`src/rtl/cdb_arbiter_if.sv`:
```
// Bus bundle for the CDB arbiter: ALU and load result requests going in,
// queue-full back-pressure and the registered CDB broadcast coming out.
// master = request/broadcast consumer side, slave = the arbiter itself.
interface cdb_arbiter_if;
  logic        ex_in_flag;
  logic [31:0] ex_in_rob_id;
  logic [31:0] ex_in_val;
  logic [31:0] ex_in_rel_pc;
  logic        ld_in_flag;
  logic [31:0] ld_in_rob_id;
  logic [31:0] ld_in_val;
  logic        ex_full;
  logic        ld_full;
  logic        cdb_flag;
  logic        cdb_src;
  logic [31:0] cdb_rob_id;
  logic [31:0] cdb_val;
  logic [31:0] cdb_rel_pc;

  modport master (
    output ex_in_flag, ex_in_rob_id, ex_in_val, ex_in_rel_pc,
    output ld_in_flag, ld_in_rob_id, ld_in_val,
    input  ex_full, ld_full,
    input  cdb_flag, cdb_src, cdb_rob_id, cdb_val, cdb_rel_pc
  );

  modport slave (
    input  ex_in_flag, ex_in_rob_id, ex_in_val, ex_in_rel_pc,
    input  ld_in_flag, ld_in_rob_id, ld_in_val,
    output ex_full, ld_full,
    output cdb_flag, cdb_src, cdb_rob_id, cdb_val, cdb_rel_pc
  );
endinterface

```
`src/rtl/cdb_arbiter.sv`:
```
// Common data bus arbiter: one small FIFO per result source (0 = ALU,
// 1 = load), one broadcast per cycle onto a registered CDB. An empty queue
// whose request wins goes straight to the CDB without being stored.
// Arbitration policy: define CDB_ARB_RR_EN for round-robin between the two
// sources; by default the load source has fixed priority over the ALU.
module cdb_arbiter #(
  parameter int QWD = 2
) (
  input  logic         clk,
  input  logic         rst,
  input  logic         rdy,
  input  logic         flush,
  cdb_arbiter_if.slave bus
);

  localparam int DEPTH = 1 << QWD;
  localparam int NSRC  = 2;

  // Per-source request view, index 0 = ALU, index 1 = load.
  logic [NSRC-1:0]       in_flag;
  logic [NSRC-1:0][31:0] in_rob_id;
  logic [NSRC-1:0][31:0] in_val;
  logic [NSRC-1:0][31:0] in_rel_pc;

  assign in_flag   = {bus.ld_in_flag, bus.ex_in_flag};
  assign in_rob_id = {bus.ld_in_rob_id, bus.ex_in_rob_id};
  assign in_val    = {bus.ld_in_val, bus.ex_in_val};
  // Loads carry no PC; their entries always hold zero there.
  assign in_rel_pc = {32'd0, bus.ex_in_rel_pc};

  logic                  active;
  logic [NSRC-1:0]       q_empty;
  logic [NSRC-1:0]       q_full;
  logic [NSRC-1:0]       cand;
  logic [NSRC-1:0]       grant;
  logic [NSRC-1:0]       bypass;
  logic [NSRC-1:0]       push;
  logic [NSRC-1:0]       pop;
  logic [NSRC-1:0][31:0] head_rob_id;
  logic [NSRC-1:0][31:0] head_val;
  logic [NSRC-1:0][31:0] head_rel_pc;

  logic                  any_cand;
  logic                  win_src;
  logic                  last_grant_reg;

  logic                  cdb_flag_reg;
  logic                  cdb_src_reg;
  logic [31:0]           cdb_rob_id_reg;
  logic [31:0]           cdb_val_reg;
  logic [31:0]           cdb_rel_pc_reg;

  // Nothing moves unless the pipeline is enabled and not being flushed.
  assign active = rdy && !flush;

  genvar gi;
  generate
    for (gi = 0; gi < NSRC; gi++) begin : g_queue
      logic [31:0]    mem_rob_id [DEPTH];
      logic [31:0]    mem_val    [DEPTH];
      logic [31:0]    mem_rel_pc [DEPTH];
      logic [QWD-1:0] wptr_reg;
      logic [QWD-1:0] rptr_reg;
      logic [QWD:0]   count_reg;

      assign q_empty[gi] = (count_reg == '0);
      assign q_full[gi]  = (count_reg == (QWD+1)'(DEPTH));

      // A source competes when it has a queued entry or a live request.
      assign cand[gi]   = !q_empty[gi] || in_flag[gi];
      assign bypass[gi] = grant[gi] && q_empty[gi];
      assign pop[gi]    = grant[gi] && !q_empty[gi];
      // Full is judged before any same-cycle pop, so a push into a full
      // queue is dropped even while the head is leaving.
      assign push[gi]   = active && in_flag[gi] && !q_full[gi] && !bypass[gi];

      // The head seen by the arbiter is the live input when the queue is empty.
      assign head_rob_id[gi] = q_empty[gi] ? in_rob_id[gi] : mem_rob_id[rptr_reg];
      assign head_val[gi]    = q_empty[gi] ? in_val[gi]    : mem_val[rptr_reg];
      assign head_rel_pc[gi] = q_empty[gi] ? in_rel_pc[gi] : mem_rel_pc[rptr_reg];

      // Entry storage: write the incoming request at the tail.
      always_ff @(posedge clk) begin
        if (push[gi]) begin
          mem_rob_id[wptr_reg] <= in_rob_id[gi];
          mem_val[wptr_reg]    <= in_val[gi];
          mem_rel_pc[wptr_reg] <= in_rel_pc[gi];
        end
      end

      // Queue bookkeeping: pointers wrap naturally at DEPTH, count tracks fill.
      always_ff @(posedge clk) begin
        if (rst) begin
          wptr_reg  <= '0;
          rptr_reg  <= '0;
          count_reg <= '0;
        end else if (rdy) begin
          if (flush) begin
            wptr_reg  <= '0;
            rptr_reg  <= '0;
            count_reg <= '0;
          end else begin
            wptr_reg  <= wptr_reg + QWD'(push[gi]);
            rptr_reg  <= rptr_reg + QWD'(pop[gi]);
            count_reg <= count_reg + (QWD+1)'(push[gi]) - (QWD+1)'(pop[gi]);
          end
        end
      end
    end
  endgenerate

  // Pick at most one source per cycle.
  always_comb begin
    any_cand = |cand;
    win_src  = 1'b0;
    if (&cand) begin
`ifdef CDB_ARB_RR_EN
      win_src = ~last_grant_reg;
`else
      win_src = 1'b1;
`endif
    end else begin
      win_src = cand[1];
    end
    grant = '0;
    if (active && any_cand) begin
      grant[win_src] = 1'b1;
    end
  end

`ifndef CDB_ARB_RR_EN
  // last_grant is still kept up to date with fixed priority; this tap keeps
  // it from looking like dead logic.
  logic last_grant_unused;
  assign last_grant_unused = last_grant_reg;
`endif

  // Registered broadcast and grant history.
  always_ff @(posedge clk) begin
    if (rst) begin
      cdb_flag_reg   <= 1'b0;
      cdb_src_reg    <= 1'b0;
      cdb_rob_id_reg <= '0;
      cdb_val_reg    <= '0;
      cdb_rel_pc_reg <= '0;
      last_grant_reg <= 1'b1;
    end else if (rdy) begin
      if (flush) begin
        cdb_flag_reg <= 1'b0;
      end else if (any_cand) begin
        cdb_flag_reg   <= 1'b1;
        cdb_src_reg    <= win_src;
        cdb_rob_id_reg <= head_rob_id[win_src];
        cdb_val_reg    <= head_val[win_src];
        cdb_rel_pc_reg <= head_rel_pc[win_src];
        last_grant_reg <= win_src;
      end else begin
        cdb_flag_reg <= 1'b0;
      end
    end
  end

  assign bus.ex_full    = q_full[0];
  assign bus.ld_full    = q_full[1];
  assign bus.cdb_flag   = cdb_flag_reg;
  assign bus.cdb_src    = cdb_src_reg;
  assign bus.cdb_rob_id = cdb_rob_id_reg;
  assign bus.cdb_val    = cdb_val_reg;
  assign bus.cdb_rel_pc = cdb_rel_pc_reg;

endmodule
```
`src/flat_wrapper.sv`:
```
// flat-port wrapper written by rule: the top's interface ports become plain ports
module cdb_arbiter_flat 
#(
  parameter int QWD = 2
)
  (clk, rst, rdy, flush, bus_ex_in_flag, bus_ex_in_rob_id, bus_ex_in_val, bus_ex_in_rel_pc, bus_ld_in_flag, bus_ld_in_rob_id, bus_ld_in_val, bus_ex_full, bus_ld_full, bus_cdb_flag, bus_cdb_src, bus_cdb_rob_id, bus_cdb_val, bus_cdb_rel_pc);
  cdb_arbiter_if bus_i ();
  input  logic clk;
  input  logic rst;
  input  logic rdy;
  input  logic flush;
  input wire logic [$bits(bus_i.ex_in_flag)-1:0] bus_ex_in_flag;
  input wire logic [$bits(bus_i.ex_in_rob_id)-1:0] bus_ex_in_rob_id;
  input wire logic [$bits(bus_i.ex_in_val)-1:0] bus_ex_in_val;
  input wire logic [$bits(bus_i.ex_in_rel_pc)-1:0] bus_ex_in_rel_pc;
  input wire logic [$bits(bus_i.ld_in_flag)-1:0] bus_ld_in_flag;
  input wire logic [$bits(bus_i.ld_in_rob_id)-1:0] bus_ld_in_rob_id;
  input wire logic [$bits(bus_i.ld_in_val)-1:0] bus_ld_in_val;
  output wire logic [$bits(bus_i.ex_full)-1:0] bus_ex_full;
  output wire logic [$bits(bus_i.ld_full)-1:0] bus_ld_full;
  output wire logic [$bits(bus_i.cdb_flag)-1:0] bus_cdb_flag;
  output wire logic [$bits(bus_i.cdb_src)-1:0] bus_cdb_src;
  output wire logic [$bits(bus_i.cdb_rob_id)-1:0] bus_cdb_rob_id;
  output wire logic [$bits(bus_i.cdb_val)-1:0] bus_cdb_val;
  output wire logic [$bits(bus_i.cdb_rel_pc)-1:0] bus_cdb_rel_pc;
  assign bus_i.ex_in_flag = bus_ex_in_flag;
  assign bus_i.ex_in_rob_id = bus_ex_in_rob_id;
  assign bus_i.ex_in_val = bus_ex_in_val;
  assign bus_i.ex_in_rel_pc = bus_ex_in_rel_pc;
  assign bus_i.ld_in_flag = bus_ld_in_flag;
  assign bus_i.ld_in_rob_id = bus_ld_in_rob_id;
  assign bus_i.ld_in_val = bus_ld_in_val;
  assign bus_ex_full = bus_i.ex_full;
  assign bus_ld_full = bus_i.ld_full;
  assign bus_cdb_flag = bus_i.cdb_flag;
  assign bus_cdb_src = bus_i.cdb_src;
  assign bus_cdb_rob_id = bus_i.cdb_rob_id;
  assign bus_cdb_val = bus_i.cdb_val;
  assign bus_cdb_rel_pc = bus_i.cdb_rel_pc;
  cdb_arbiter #(.QWD(QWD)) u_core (.clk(clk), .rst(rst), .rdy(rdy), .flush(flush), .bus(bus_i));
endmodule
```
`config.mk`:
```
export PLATFORM = sky130hd
export DESIGN_NAME = cdb_arbiter_flat
export DESIGN_NICKNAME = d
export VERILOG_FILES = /design/src/rtl/cdb_arbiter_if.sv /design/src/rtl/cdb_arbiter.sv /design/src/flat_wrapper.sv
export SDC_FILE = /design/constraint.sdc
export NUM_CORES = 1
export LEC_CHECK = 0
export CAP_MARGIN = 0
export CORE_ASPECT_RATIO = 2
export CORE_UTILIZATION = 55
export CTS_CLUSTER_DIAMETER = 200
export CTS_CLUSTER_SIZE = 10
export DETAILED_ROUTE_END_ITERATION = 8
export PLACE_DENSITY = 0.88
export SYNTH_ARGS = -nofsm -noshare
export SYNTH_HDL_FRONTEND = slang
export SYNTH_SLANG_ARGS = --single-unit
```
`constraint.sdc`:
```
create_clock -name clk -period 12.91 [get_ports clk]
set_clock_uncertainty 0.2 [all_clocks]
set_input_delay 1.9365 -clock clk [delete_from_list [all_inputs] [get_ports clk]]
set_output_delay 1.9365 -clock clk [all_outputs]
set_load 0.005 [all_outputs]
```
==> results.cfg, run 1 <==
[status]
status = finished, final reports clean

[placement]
dpl.hpwl_um = 41600
gp_congestion = 0.770
io_buffers = 265

[critical_path]
worstSetupPathType = in -> reg
path_delay_family = buffers and inverters
r2r_start = u_core.g_queue[1].count_reg[1]
worst-path-buf-inv = 3
critPathMaxStageDelay_ns = 0.93
rrSetupSlack_ns = 9.05
startpoint = rdy
crit_slowest_cell = buf_4
cp.depth = 7
setup.worst_path.start_class = input port
endpoint = u_core.g_queue[0].mem_rel_pc[1][12]
required_ns = 12.93
end_kind = flop
r2r_end = u_core.g_queue[0].mem_rel_pc[1][12]
worstPathArrival_ns = 5.98
crit_chain = clkdlybuf4s50_1 -> nor2b_1 -> o2111ai_1 -> inv_1 -> nand2_1 -> nor2_4 -> buf_4
rr_worst_depth = 6
worst-path-max-fanout = 72

[logic_synthesis]
synth_warnings = 0
synth_top_area_share_pct = 66.4
yosysMostFrequentCell = edfxtp_1
synth_mux_area_share_pct = 14.7
synth.avg_cell_area_um2 = 18.7
synthDistinctLibCells = 39
synthCells = 1546
synth.ff_latch_count = 756
syn_nets = 1718
syn_area_um2 = 29000
synth-compound-area-share_pct = 5.56
async_flop_share_pct = 0
synthAdderAreaFrac_pct = 0.311
synth_flop_cell = edfxtp_1
synth_edf_count = 640
ys_top_cells_by_area = edfxtp_1 66%, mux4_2 12%, dfxtp_1 8.0%
synth_xor_xnor_area_share_pct = 0.0605
yosys.area.top_type = edfxtp_1
synth_commonest_cells = 640 x edfxtp_1, 160 x mux4_2, 141 x nand2_1, 116 x dfxtp_1, 105 x a21oi_1
synth_simple_gate_area_share_pct = 3.27
synth_top_family_by_area = multiplexers
yosysSeqAreaShare_pct = 74.4

[global_routing]
antenna_found_initial = 5
first_global_vias = 17500
gr-total-overflow = 0
global_route.usage.total_pct = 27.7
grt_max_degree = 85
grt_pass1_wl_um = 107000

[floorplan]
fp.dieH_um = 327
die_w_um = 164
num_rows = 118
initial_utilization_pct = 55.9
coreArea_um2 = 51800
dieArea_um2 = 53600
design.portCount = 266

[cts]
numCtsBuffers = 85
cts_root_buffer = clkbuf_16
h-tree-depth = 3
cts.repair.resized = 0
cts_tree = built
clock_latency_ns = 0.63
path_clk_slew_ns = 0.05
post_cts_buffers = 0
cts_hold_buf = 0
clock_sinks = 756
clock_path_buffers = 3

[timing]
fmax_ghz = 0.168
drv_slew = 0
holdWs_ns = 0.255
rsz0062_at_grt = no
period_minus_slack_ns = 5.95
min_period_over_period_pct = 46.1
hold_violations = 0
setup_violations = 0
worst_slew_pin_slew_ns = 1.18
slew_headroom_pct = 21.1
timing.setup.tns_ns = 0

[pwr]
ir_worst_vdd_uv = 141
p_per_area_nw_per_um2 = 146
p_total_mw = 5.07
cellLeakagePower_nw = 10.7

[detailed_routing]
via_per_inst = 6.49
final_antenna_net_count = 0
drc = 0
drt-initial-drc-count = 2074
first_pass_iters = 8
totalWireLength_um = 72400
wl_met1_um = 24600
top_layer = met5
vias = 16500
wl_per_cell_um = 28.4
wl_met3_um = 6200
met2_length_um = 37700

[min_path]
hold_path_class = reg -> reg

[cells_and_area]
num-fill-cells = 3154
reg.largest.list = u_core.g_queue.mem_rob_id (256), u_core.g_queue.mem_val (256), u_core.g_queue.mem_rel_pc (128)
regArea_um2 = 21600
drive_gt1_share_pct = 18.8
area_growth_pct = 19.9
final_core_util_pct = 67.0
multi_input_area_um2 = 7000
layout.nets = 1984

[run]
maxCapViolCount = 0
cell usage in the layout, fill, tap and decap left out, types with 59 or more instances in the layout:
cell             instances
clkbuf_1                65
mux4_2                 160
nand2_1                141
dfxtp_1                112
a21oi_1                105
clkdlybuf4s50_1        264
a222oi_1                61
edfxtp_1               640
mux2_2                  59
clkbuf_16               87
layer usage:
| metal | track usage, % | up-vias |
|---|---|---|
| li1 | - | 6869 |
| met1 | 33.3 | 8409 |
| met2 | 46.6 | 1043 |
| met3 | 5.50 | 202 |
| met4 | 15.1 | 4 |
| met5 | 0 | - |
worst min path at each step:
stage | from | cells past startpoint | endpoint
after floorplan | u_core.g_queue[0].rptr_reg[1] | 1 | flop
after global placement | u_core.bus.cdb_rel_pc[21] | 2 | u_core.bus.cdb_rel_pc[21]
after detailed placement | u_core.bus.cdb_rel_pc[23] | 2 | u_core.bus.cdb_rel_pc[23]
after CTS | u_core.bus.cdb_rel_pc[17] | 2 | u_core.bus.cdb_rel_pc[17]
after global routing | u_core.bus.cdb_rel_pc[10] | 2 | u_core.bus.cdb_rel_pc[10]
final | u_core.bus.cdb_rel_pc[10] | 2 | u_core.bus.cdb_rel_pc[10]
layout make-up:
type | instances | area share, %
timing repair buffer | 287 | 8.11
antenna | 6 | 0.0432
clock buffer | 152 | 6.97
sequential | 756 | 62.1
inverter | 5 | 0.0540
tap | 660 | 2.38
clock inverter | 5 | 0.231
multi-input combinational | 677 | 20.2
worst register-to-register path, delay by kind of cell (launching register included):
family	cells	cell delay, ns
buffers and inverters	2	1.17
AOI/OAI and AO/OA	1	0.29
DFF	1	0.52
and+or+nand+nor	3	1.14
stage by stage:
step                cells  setup slack [ns]  cell area (um^2)
floorplan            1546              2.00             29000
global placement     2385              6.59             32200
detailed placement   2385              6.41             32200
CTS                  2542              7.00             34700
global route         2545              6.67             34700
finish               2548              6.96             34700
report_power, final:
part | internal, mW | leakage (nW) | switching, mW
Clock | 1.28 | 1.19 | 0.912
Combinational | 0.0937 | 2.85 | 0.101
Sequential | 2.66 | 6.70 | 0.0137
cells by family (layout without fill, tap and decap cells):
family / Yosys count / count (layout)
flops: 756 / 756
compound gates: 229 / 229
simple gates: 221 / 221
mux: 219 / 219
buf+inv: 113 / 449
fa+ha+maj: 6 / 6
xor+xnor: 2 / 2
other cells: 0 / 6
Power figures use the tool's default switching activity.
==> run 2: changes to the inputs <==
==> constraint.sdc (replaced) <==
create_clock -name clk -period 5.5 [get_ports clk]
set_clock_uncertainty 0.2 [all_clocks]
set_input_delay 0.825 -clock clk [delete_from_list [all_inputs] [get_ports clk]]
set_output_delay 0.825 -clock clk [all_outputs]
set_load 0.005 [all_outputs]
==> run 2 against run 1 <==
The flow now finishes with violations (design-rule violations); critical path depth increased by 3; count of clock-buffer cells in the layout decreased by 5; worst hold slack got worse by 0.0033 ns; utilization increased by 0.23 points.
==> results.cfg, run 2 (same netlist as run 1, synthesis figures left out) <==
[status]
status = finished, violations left
violations = design-rule violations

[timing]
timing.setup.tns_ns = 0
drv_slew = 0
rsz0062_at_grt = no
hold_violations = 0
setup_violations = 0
worst_slew_pin_slew_ns = 1.12
min_period_over_period_pct = 61.7
slew_headroom_pct = 24.7
fmax_ghz = 0.295
period_minus_slack_ns = 3.39

[pwr]
p_seq_share_pct = 53.0
cellLeakagePower_nw = 10.8
p_per_area_nw_per_um2 = 340
p_int_mw = 9.44
p_sw_mw = 2.41
p_comb_share_pct = 3.8
ir_worst_vdd_uv = 297
clkPwrFrac_pct = 43.2
sw_frac_of_total_pct = 20.3

[critical_path]
end_kind = flop
worst-path-max-fanout = 16
crit_slowest_cell = nand2b_1
rrSetupSlack_ns = 2.44
crit_chain = clkdlybuf4s50_1 -> nand2b_1 -> nor3_1 -> ha_1 -> inv_1 -> fa_1 -> xor2_1 -> o21ai_0 -> nand2_1 -> a21oi_1
critPathMaxStageDelay_ns = 0.61
worstSetupPathType = in -> reg
worstPathArrival_ns = 3.73
setup.worst_path.start_class = input port
worst-path-buf-inv = 2
path_delay_family = simple AND/OR/NAND/NOR gates
required_ns = 5.83

[detailed_routing]
vias = 16300
first_pass_iters = 9
wl_per_cell_um = 27.2
totalWireLength_um = 69400
drt-initial-drc-count = 1973
drc = 6
via_per_inst = 6.40
final_antenna_net_count = 0

[global_routing]
antenna_found_initial = 6
gr-total-overflow = 0
global_route.usage.total_pct = 26.5
grt_pass1_wl_um = 103000
grt_max_degree = 82
first_global_vias = 17000

[cts]
h-tree-depth = 3
clock_path_buffers = 3
cts_tree = built
clock_latency_ns = 0.63
clock_sinks = 756
cts_hold_buf = 0
cts_root_buffer = clkbuf_16
cts.repair.resized = 0
path_clk_slew_ns = 0.06
post_cts_buffers = 0
numCtsBuffers = 85

[floorplan]
num_rows = 118
initial_utilization_pct = 55.9
coreArea_um2 = 51800
die_w_um = 164
design.portCount = 266
fp.dieH_um = 327
dieArea_um2 = 53600

[cells_and_area]
layout.nets = 1990
drive_gt1_share_pct = 19.1
area_growth_pct = 20.4
fin_area_um2 = 34900
multi_input_area_um2 = 7020
layout_common_cells = 640 x edfxtp_1, 264 x clkdlybuf4s50_1, 160 x mux4_2
num-fill-cells = 3194
regArea_um2 = 21600
reg.largest.list = u_core.g_queue.mem_rob_id (256), u_core.g_queue.mem_val (256), u_core.g_queue.mem_rel_pc (128)
final_common_cell = edfxtp_1

[placement]
gp_congestion = 0.801
place_area_um2 = 32400
dpl.hpwl_um = 40400
io_buffers = 265

[run]
maxCapViolCount = 0

[min_path]
hold_path_class = reg -> reg
==> run 2: cell count changes in the layout (fill, tap and decap cells not counted), sizes merged <==
cell	change
clkbuf	-5
buf	+6
diode	-3
inv	+3
==> run 2: metrics by stage <==
stage	std cells	worst slack [ns]	hold WS (ns)	util, %	power, mW
final	2549	2.11	0.251	67.3	11.8
after global routing	2549	1.92	0.268	67.3	12.1
after CTS	2546	2.17	0.254	67.2	11.9
after detailed placement	2391	1.51	0.246	62.4	6.84
after global placement	2391	1.52	0.242	62.4	6.82
after floorplan	1546	-0.928	0.247	-	6.54
==> run 2: area by class of cell <==
cell class,count,area share (%)
sequential,756,61.8
multi-input combinational,677,20.1
timing repair buffer,293,8.42
clock buffer,147,6.77
tap,660,2.37
clock inverter,8,0.377
inverter,5,0.0538
antenna,3,0.0215
==> run 2: worst register-to-register path, delay by kind of cell, from the launching register on <==
| family | cells | cell delay [ns] |
|---|---|---|
| flip-flops | 1 | 0.98 |
| AO/OA/AOI/OAI | 2 | 0.51 |
| multiplexers | 1 | 0.65 |
| buffers and inverters | 1 | 0.55 |
==> run 2: worst paths after layout <==
check | from | endpoint | cells after the start
hold / removal | u_core.bus.cdb_rel_pc[29] | u_core.bus.cdb_rel_pc[29] | 2
setup reg to reg | flop | u_core.bus.cdb_val[22] | 4
setup / recovery | flush | u_core.g_queue[1].count_reg[2] | 10
hold reg to reg | u_core.bus.cdb_rel_pc[29] | u_core.bus.cdb_rel_pc[29] | 2
==> run 2: layer usage <==
layer	share of wire [%]	GRT usage [%]	routed length, um
met1	34	31.6	23900
met2	53	45.6	37100
met3	8.2	5.00	5660
met4	3.9	13.0	2710
met5	0.061	0	42
==> run 2: power by group through the flow <==
| stage | Sequential [mW] | Clock, mW | Combinational (mW) |
|---|---|---|---|
| CTS | 6.28 | 5.18 | 0.446 |
| global placement | 6.40 | 0 | 0.422 |
| detailed placement | 6.40 | 0 | 0.443 |
| floorplan | 6.40 | 0 | 0.141 |
| global route | 6.28 | 5.38 | 0.474 |
| finish | 6.28 | 5.11 | 0.447 |
